**src/rtl/hazard_fwd_unit.sv**
```systemverilog
// -----------------------------------------------------------------------------
// hazard_fwd_unit
//   Hazard detection and EX-stage operand forwarding control for the RV32I
//   pipeline IF, ID, EX, M1..Mn, WB (n = MEM_STAGES, legal range 1..4).
//
//   Tracks {valid, rd, wr_en, is_load} for every instruction past ID in a
//   shift chain P0 = EX, P1..Pn = M1..Mn, P(n+1) = WB. Nothing stalls beyond ID,
//   so the chain shifts every clock.
//
// Optional build macro:
//   HAZARD_PERF_CNT_EN - when defined, o_stall_cnt / o_flush_cnt are saturating
//                        counters of stall cycles and redirect cycles. When
//                        undefined, both outputs are tied to zero and no
//                        counter flops exist.
//
// Ports:
//   i_clk, i_reset_n     clock, synchronous active-low reset
//   i_id_valid           ID holds a real instruction
//   i_id_rs1/i_id_rs2    ID source registers
//   i_id_rs_used         bit0 = rs1 read, bit1 = rs2 read
//   i_id_rd              ID destination register
//   i_id_reg_wr_en       ID instruction writes rd
//   i_id_is_load         ID instruction is a load
//   i_ex_redirect        taken branch/jump resolved in EX this cycle
//   o_stall              hold PC and IF/ID (combinational)
//   o_flush_if_id        clear IF/ID to NOP (combinational)
//   o_bubble_ex          load NOP into ID/EX (combinational)
//   o_fwd_sel_a/b        registered EX operand selects:
//                        00 regfile, 01 M1 ALU result, 10 WB result
//   o_stall_cnt          stall-cycle counter (optional)
//   o_flush_cnt          redirect-cycle counter (optional)
// -----------------------------------------------------------------------------
module hazard_fwd_unit #(
    parameter int unsigned REG_ADDR_WIDTH = 5,
    parameter int unsigned MEM_STAGES     = 1,
    parameter int unsigned PERF_CNT_WIDTH = 32
) (
    input  logic                      i_clk,
    input  logic                      i_reset_n,
    input  logic                      i_id_valid,
    input  logic [REG_ADDR_WIDTH-1:0] i_id_rs1,
    input  logic [REG_ADDR_WIDTH-1:0] i_id_rs2,
    input  logic [1:0]                i_id_rs_used,
    input  logic [REG_ADDR_WIDTH-1:0] i_id_rd,
    input  logic                      i_id_reg_wr_en,
    input  logic                      i_id_is_load,
    input  logic                      i_ex_redirect,
    output logic                      o_stall,
    output logic                      o_flush_if_id,
    output logic                      o_bubble_ex,
    output logic [1:0]                o_fwd_sel_a,
    output logic [1:0]                o_fwd_sel_b,
    output logic [PERF_CNT_WIDTH-1:0] o_stall_cnt,
    output logic [PERF_CNT_WIDTH-1:0] o_flush_cnt
);

    // Tracked positions: EX, M1..Mn, WB.
    localparam int unsigned NPOS = MEM_STAGES + 2;

    localparam logic [1:0] FWD_RF = 2'b00;
    localparam logic [1:0] FWD_M1 = 2'b01;
    localparam logic [1:0] FWD_WB = 2'b10;

    // Tracking chain state, index 0 is the youngest (EX).
    logic [NPOS-1:0]                     vld_q, vld_d;
    logic [NPOS-1:0]                     wen_q, wen_d;
    logic [NPOS-1:0]                     ld_q,  ld_d;
    logic [NPOS-1:0][REG_ADDR_WIDTH-1:0] rd_q,  rd_d;

    // Registered forwarding selects for the instruction currently in EX.
    logic [1:0] fwd_a_q, fwd_a_d;
    logic [1:0] fwd_b_q, fwd_b_d;

    // Per-source resolution results.
    logic       found_a, found_b;
    logic       haz_a,   haz_b;
    logic [1:0] sel_a,   sel_b;

    logic       stall_c;
    logic       id_adv_c;

    // Action for a producer found at position pos, seen from a consumer in ID.
    // The consumer reaches EX when the producer reaches pos+1.
    // Returns {hazard, fwd_sel}.
    function automatic logic [2:0] decide(input int unsigned pos, input logic is_ld);
        logic [2:0] res;
        res = {1'b1, FWD_RF};
        if (pos == MEM_STAGES + 1) begin
            // Producer is writing back now; the register file is write-through.
            res = {1'b0, FWD_RF};
        end else if (pos == MEM_STAGES) begin
            // Producer will be in WB, where load data is also available.
            res = {1'b0, FWD_WB};
        end else if ((pos == 0) && !is_ld) begin
            // ALU result will sit in M1.
            res = {1'b0, FWD_M1};
        end
        return res;
    endfunction

    // Youngest-match search for both sources; older matches are ignored.
    always_comb begin : src_resolve
        found_a = 1'b0;
        found_b = 1'b0;
        haz_a   = 1'b0;
        haz_b   = 1'b0;
        sel_a   = FWD_RF;
        sel_b   = FWD_RF;
        for (int unsigned j = 0; j < NPOS; j++) begin
            if (!found_a && vld_q[j] && wen_q[j] && i_id_rs_used[0] &&
                (i_id_rs1 != '0) && (rd_q[j] == i_id_rs1)) begin
                found_a        = 1'b1;
                {haz_a, sel_a} = decide(j, ld_q[j]);
            end
            if (!found_b && vld_q[j] && wen_q[j] && i_id_rs_used[1] &&
                (i_id_rs2 != '0) && (rd_q[j] == i_id_rs2)) begin
                found_b        = 1'b1;
                {haz_b, sel_b} = decide(j, ld_q[j]);
            end
        end
    end

    // Redirect overrides stall: the ID instruction is squashed anyway.
    always_comb begin : ctrl_comb
        stall_c  = i_id_valid && (haz_a || haz_b) && !i_ex_redirect;
        id_adv_c = i_id_valid && !stall_c && !i_ex_redirect;
    end

    // Next-state for the tracking chain and forwarding selects.
    always_comb begin : chain_next
        vld_d   = {vld_q[NPOS-2:0], id_adv_c};
        wen_d   = {wen_q[NPOS-2:0], id_adv_c && i_id_reg_wr_en};
        ld_d    = {ld_q[NPOS-2:0],  id_adv_c && i_id_is_load};
        rd_d    = {rd_q[NPOS-2:0],  i_id_rd};
        fwd_a_d = FWD_RF;
        fwd_b_d = FWD_RF;
        if (id_adv_c) begin
            fwd_a_d = sel_a;
            fwd_b_d = sel_b;
        end
    end

    always_ff @(posedge i_clk) begin : chain_reg
        if (!i_reset_n) begin
            vld_q   <= '0;
            wen_q   <= '0;
            ld_q    <= '0;
            rd_q    <= '0;
            fwd_a_q <= FWD_RF;
            fwd_b_q <= FWD_RF;
        end else begin
            vld_q   <= vld_d;
            wen_q   <= wen_d;
            ld_q    <= ld_d;
            rd_q    <= rd_d;
            fwd_a_q <= fwd_a_d;
            fwd_b_q <= fwd_b_d;
        end
    end

    assign o_stall       = stall_c;
    assign o_flush_if_id = i_ex_redirect;
    assign o_bubble_ex   = stall_c || i_ex_redirect;
    assign o_fwd_sel_a   = fwd_a_q;
    assign o_fwd_sel_b   = fwd_b_q;

`ifdef HAZARD_PERF_CNT_EN
    logic [PERF_CNT_WIDTH-1:0] stall_cnt_q, stall_cnt_d;
    logic [PERF_CNT_WIDTH-1:0] flush_cnt_q, flush_cnt_d;

    // Saturating event counters.
    always_comb begin : perf_next
        stall_cnt_d = stall_cnt_q;
        flush_cnt_d = flush_cnt_q;
        if (stall_c && (stall_cnt_q != '1)) begin
            stall_cnt_d = stall_cnt_q + PERF_CNT_WIDTH'(1);
        end
        if (i_ex_redirect && (flush_cnt_q != '1)) begin
            flush_cnt_d = flush_cnt_q + PERF_CNT_WIDTH'(1);
        end
    end

    always_ff @(posedge i_clk) begin : perf_reg
        if (!i_reset_n) begin
            stall_cnt_q <= '0;
            flush_cnt_q <= '0;
        end else begin
            stall_cnt_q <= stall_cnt_d;
            flush_cnt_q <= flush_cnt_d;
        end
    end

    assign o_stall_cnt = stall_cnt_q;
    assign o_flush_cnt = flush_cnt_q;
`else
    assign o_stall_cnt = '0;
    assign o_flush_cnt = '0;
`endif

endmodule
```
**config.mk**
```make
export PLATFORM = sky130hd
export DESIGN_NAME = hazard_fwd_unit
export DESIGN_NICKNAME = d
export VERILOG_FILES = /design/src/rtl/hazard_fwd_unit.sv
export SDC_FILE = /design/constraint.sdc
export NUM_CORES = 1
export LEC_CHECK = 0
export ABC_AREA = 0
export BUFFER_PORTS_ARGS = -buffer_cell sky130_fd_sc_hd__clkbuf_2
export CAP_MARGIN = 20
export CELL_PAD_IN_SITES_DETAIL_PLACEMENT = 1
export CELL_PAD_IN_SITES_GLOBAL_PLACEMENT = 1
export CORE_ASPECT_RATIO = 2
export CORE_UTILIZATION = 28
export DETAILED_ROUTE_END_ITERATION = 8
export GPL_TIMING_DRIVEN = 0
export PLACE_DENSITY_LB_ADDON = 0.1
export SYNTH_ARGS = -nofsm -noshare
export SYNTH_HDL_FRONTEND = slang
export SYNTH_SLANG_ARGS = --single-unit
```
**constraint.sdc**
```tcl
create_clock -name i_clk -period 1.8 [get_ports i_clk]
set_input_delay 0.18 -clock i_clk [delete_from_list [all_inputs] [get_ports i_clk]]
set_output_delay 0.18 -clock i_clk [all_outputs]
set_load 0.005 [all_outputs]
```
==> flow_summary.json <==
{
  "cts_sinks": 19,
  "clock_tree_from_tritoncts": "built",
  "crit_path_max_incr_delay_ns": 0.56,
  "floorplan.die_area_um2": 5051,
  "detail_route.first_pass.iterations": 2,
  "yosys-top-cells-count": "sky130_fd_sc_hd__buf_4, sky130_fd_sc_hd__dfxtp_1, sky130_fd_sc_hd__xnor2_1, sky130_fd_sc_hd__and2_1, sky130_fd_sc_hd__xor2_1",
  "grt_first_pass_wirelength_mm": 4.202,
  "worstReg2RegEnd": "o_fwd_sel_b[1]",
  "clk-insertion-delay-late_ns": 0.26,
  "core_um2": 4598,
  "hpwl_mm": 2.447,
  "clock.fmax_ghz": 0.5537,
  "clockRootBuffer": "sky130_fd_sc_hd__clkbuf_8",
  "grt_max_degree": 12,
  "worst_setup_path_endpoint": "o_bubble_ex",
  "num_vias": 1103,
  "placement.io_buffers": 29,
  "violated_checks": "negative setup slack",
  "route.detailed.wl_per_inst_um": 9.380,
  "hold_viol": 0,
  "fp_rows": 35,
  "critPathLaunchType": "input pin",
  "timing.critical_path.required_ns": 1.62,
  "drt_drc": 0,
  "worst_slack_ns": -0.005902,
  "timing_max_transition_violations_final": 0,
  "area_overhead_of_the_layout_relative_to_synthesis_pct": 47.09,
  "clockBufferDepth": 2,
  "cts.hold.buffers_added": 0,
  "number_of_global_route_vias_before_repair": 918,
  "grt_antenna_before_repair": 0,
  "timing.rr.start": "rd_d[9]",
  "critical_path.most_common_cell": "sky130_fd_sc_hd__clkbuf_2",
  "cts_buffers": 3,
  "via_per_inst": 3.640,
  "ys_dominant_reg_cell": "sky130_fd_sc_hd__dfxtp_1",
  "status": "finished with violations",
  "cts_htree_levels": 1,
  "grt-ovfl-total": 0,
  "synth_top_area_share_pct": 36.65,
  "finClkSkew_ns": 0.001750,
  "setup_repair_after_global_routing_missed_its_margin": "yes",
  "r2r_cells": 6,
  "die_x_um": 50.76,
  "detailedRoute.firstIterationViolations": 4,
  "startpoint": "i_id_rs1[3]",
  "number_of_flops_mapped_to_enable_cells_by_yosys": 0,
  "synthDistinctLibCells": 22,
  "min_period_over_period_pct": 100.3,
  "timing.critical_path.cells": "clkbuf_2 -> or4_4 -> o21ai_4 -> nor3_4 -> o21a_4 -> a21o_1 -> clkbuf_2",
  "critPathSlowestCell": "sky130_fd_sc_hd__or4_4",
  "reg2reg_setup_slack_ns": 0.34,
  "finalCoreUtilization_pct": 42.59,
  "ys_top_cells_by_area": "sky130_fd_sc_hd__buf_4, sky130_fd_sc_hd__dfxtp_1, sky130_fd_sc_hd__xnor2_1, sky130_fd_sc_hd__and2_1, sky130_fd_sc_hd__xor2_1",
  "hp-start": "i_id_rd[4]",
  "initial_standard_cell_utilization_of_the_core_pct": 28.95,
  "final_layout_size_suffix_gt1_share_pct": 48.39,
  "ys_ff_latch": 19,
  "antennaDiodeCount": 0,
  "finalWeightedCongestion": 0.7263,
  "yosysSeqAreaShare_pct": 28.57,
  "fin_cells": 303,
  "layout_min_cycle_time_ns": 1.806,
  "min_path_type": "in -> reg",
  "vdd.ir_drop.worst_v": 0.0003234,
  "drv_cap": 0,
  "power.static_leakage_nw": 1.076,
  "worstPathMaxFanout": 4,
  "grt.total_usage_pct": 11.19,
  "syn-instance-count": 146,
  "fillCellCount": 612,
  "synth_most_common_cell": "sky130_fd_sc_hd__buf_4",
  "syn_area_um2": 1331,
  "die_h_um": 99.52,
  "synth.avg_cell_area_um2": 9.118,
  "fin_nets": 272,
  "cp.arrival_ns": 1.63,
  "crit_path_capture_type": "output pin",
  "routed_wire_length_mm": 2.842,
  "post-place-cells": 293,
  "route.antenna.remaining_nets": 0,
  "async_set_or_reset_register_ratio_after_synthesis_pct": 0,
  "ios": 94,
  "clkSlewWorstSetupHoldPaths_ns": 0.07,
  "finalSetupViolCount": 1,
  "power_density_nw_per_um2": 515.3,
  "ys.warnings.count": 0,
  "critPathKind": "in -> out",
  "synth.largest_area_cell": "sky130_fd_sc_hd__buf_4"
}
==> flip-flops by register name, summed over array words and instances, names as in the netlist <==
signal / count
ld_q: 1
o_fwd_sel_a: 2
o_fwd_sel_b: 2
rd_d: 10
vld_q: 2
wen_q: 2
==> layout make-up <==
class / count / area, um^2 / area share [%]
clock buffers: 3 / 41.29 / 2.109
flip-flops and latches: 19 / 390.4 / 19.94
plain buffers: 67 / 495.5 / 25.30
repair buffers: 35 / 198.9 / 10.16
well taps: 55 / 68.82 / 3.514
multi-input cells: 123 / 758.2 / 38.72
clock inverters: 1 / 5.005 / 0.2556
==> through the flow <==
| stage | power [mW] | instance area (um^2) | TNS, ns | setup WS (ns) | hold WS [ns] |
|---|---|---|---|---|---|
| finish | 1.009 | 1958 | -0.005902 | -0.005902 | 0.1196 |
| global route | 1.074 | 1958 | -0.1637 | -0.1129 | 0.1124 |
| CTS | 1.004 | 1912 | 0 | 0.001261 | 0.1193 |
| detailed placement | 0.6903 | 1782 | -0.05666 | -0.03037 | 0.3910 |
| global placement | 0.6880 | 1782 | -0.05114 | -0.02903 | 0.3853 |
| floorplan | 0.6396 | 1568 | 0 | 0.2986 | 0.3073 |
==> routing by layer <==
| metal | vias to the layer above | global-route usage, % | share of wire, % |
|---|---|---|---|
| met4 | 0 | 3.846 | 1.3 |
| met2 | 46 | 23.59 | 63 |
| met1 | 507 | 9.747 | 30 |
| met3 | 5 | 1.835 | 5.2 |
| li1 | 545 | - | - |
| met5 | - | 0 | 0 |
==> report_power, final <==
group | leakage, nW | switching [mW] | total, mW | internal, mW
clock | 0.0255 | 0.148 | 0.302 | 0.154
sequential | 0.157 | 0.0152 | 0.448 | 0.433
combinational | 0.894 | 0.103 | 0.258 | 0.156
==> cell usage in the layout (no fill, tap or decap) <==
master,count
sky130_fd_sc_hd__dfxtp_4,2
sky130_fd_sc_hd__nor2_1,2
sky130_fd_sc_hd__conb_1,64
sky130_fd_sc_hd__nand3_1,1
sky130_fd_sc_hd__xnor2_1,10
sky130_fd_sc_hd__nand3b_1,1
sky130_fd_sc_hd__nand2_1,1
sky130_fd_sc_hd__dfxtp_1,15
sky130_fd_sc_hd__xor2_1,6
sky130_fd_sc_hd__clkbuf_2,28
sky130_fd_sc_hd__or4_4,2
sky130_fd_sc_hd__dfxtp_2,2
sky130_fd_sc_hd__o21a_4,1
sky130_fd_sc_hd__a21o_1,1
sky130_fd_sc_hd__nor3b_1,4
sky130_fd_sc_hd__clkbuf_8,4
sky130_fd_sc_hd__nor3_1,2
sky130_fd_sc_hd__clkinv_2,1
sky130_fd_sc_hd__nand3_2,1
sky130_fd_sc_hd__buf_4,71
sky130_fd_sc_hd__and3b_1,1
sky130_fd_sc_hd__a2111oi_1,2
sky130_fd_sc_hd__clkbuf_1,2
sky130_fd_sc_hd__nand4_1,4
sky130_fd_sc_hd__nor3_4,2
sky130_fd_sc_hd__and2_1,12
sky130_fd_sc_hd__o21ai_4,2
sky130_fd_sc_hd__xnor2_2,4
==> timing repair <==
action,in CTS,in global routing
resized for setup,8,9
setup buffers,5,1
setup endpoints to repair,2,2
pin swaps,9,3
gates cloned,0,0
==> kinds of logic after synthesis <==
family	Yosys count	synth area share [%]
AO/OA/AOI/OAI	6	4.511
AND/OR/NAND/NOR	33	16.26
flip-flops	19	28.57
buffers and inverters	67	37.22
other	1	0.2817
XOR/XNOR	20	13.16
==> critical path, delay by kind of cell <==
family                 cells  cell delay, ns
and+or+nand+nor            2            0.63
buffers and inverters      2            0.23
AOI/OAI and AO/OA          3            0.57
==> worst min-delay path by stage <==
stage,cells after the start,end
2_1_floorplan,1,rd_d[5]
3_3_place_gp,2,rd_d[7]
3_5_place_dp,2,rd_d[5]
4_1_cts,2,rd_d[9]
5_1_grt,2,rd_d[8]
6_report,2,rd_d[9]
No activity file was read; power rests on OpenSTA's default activity.
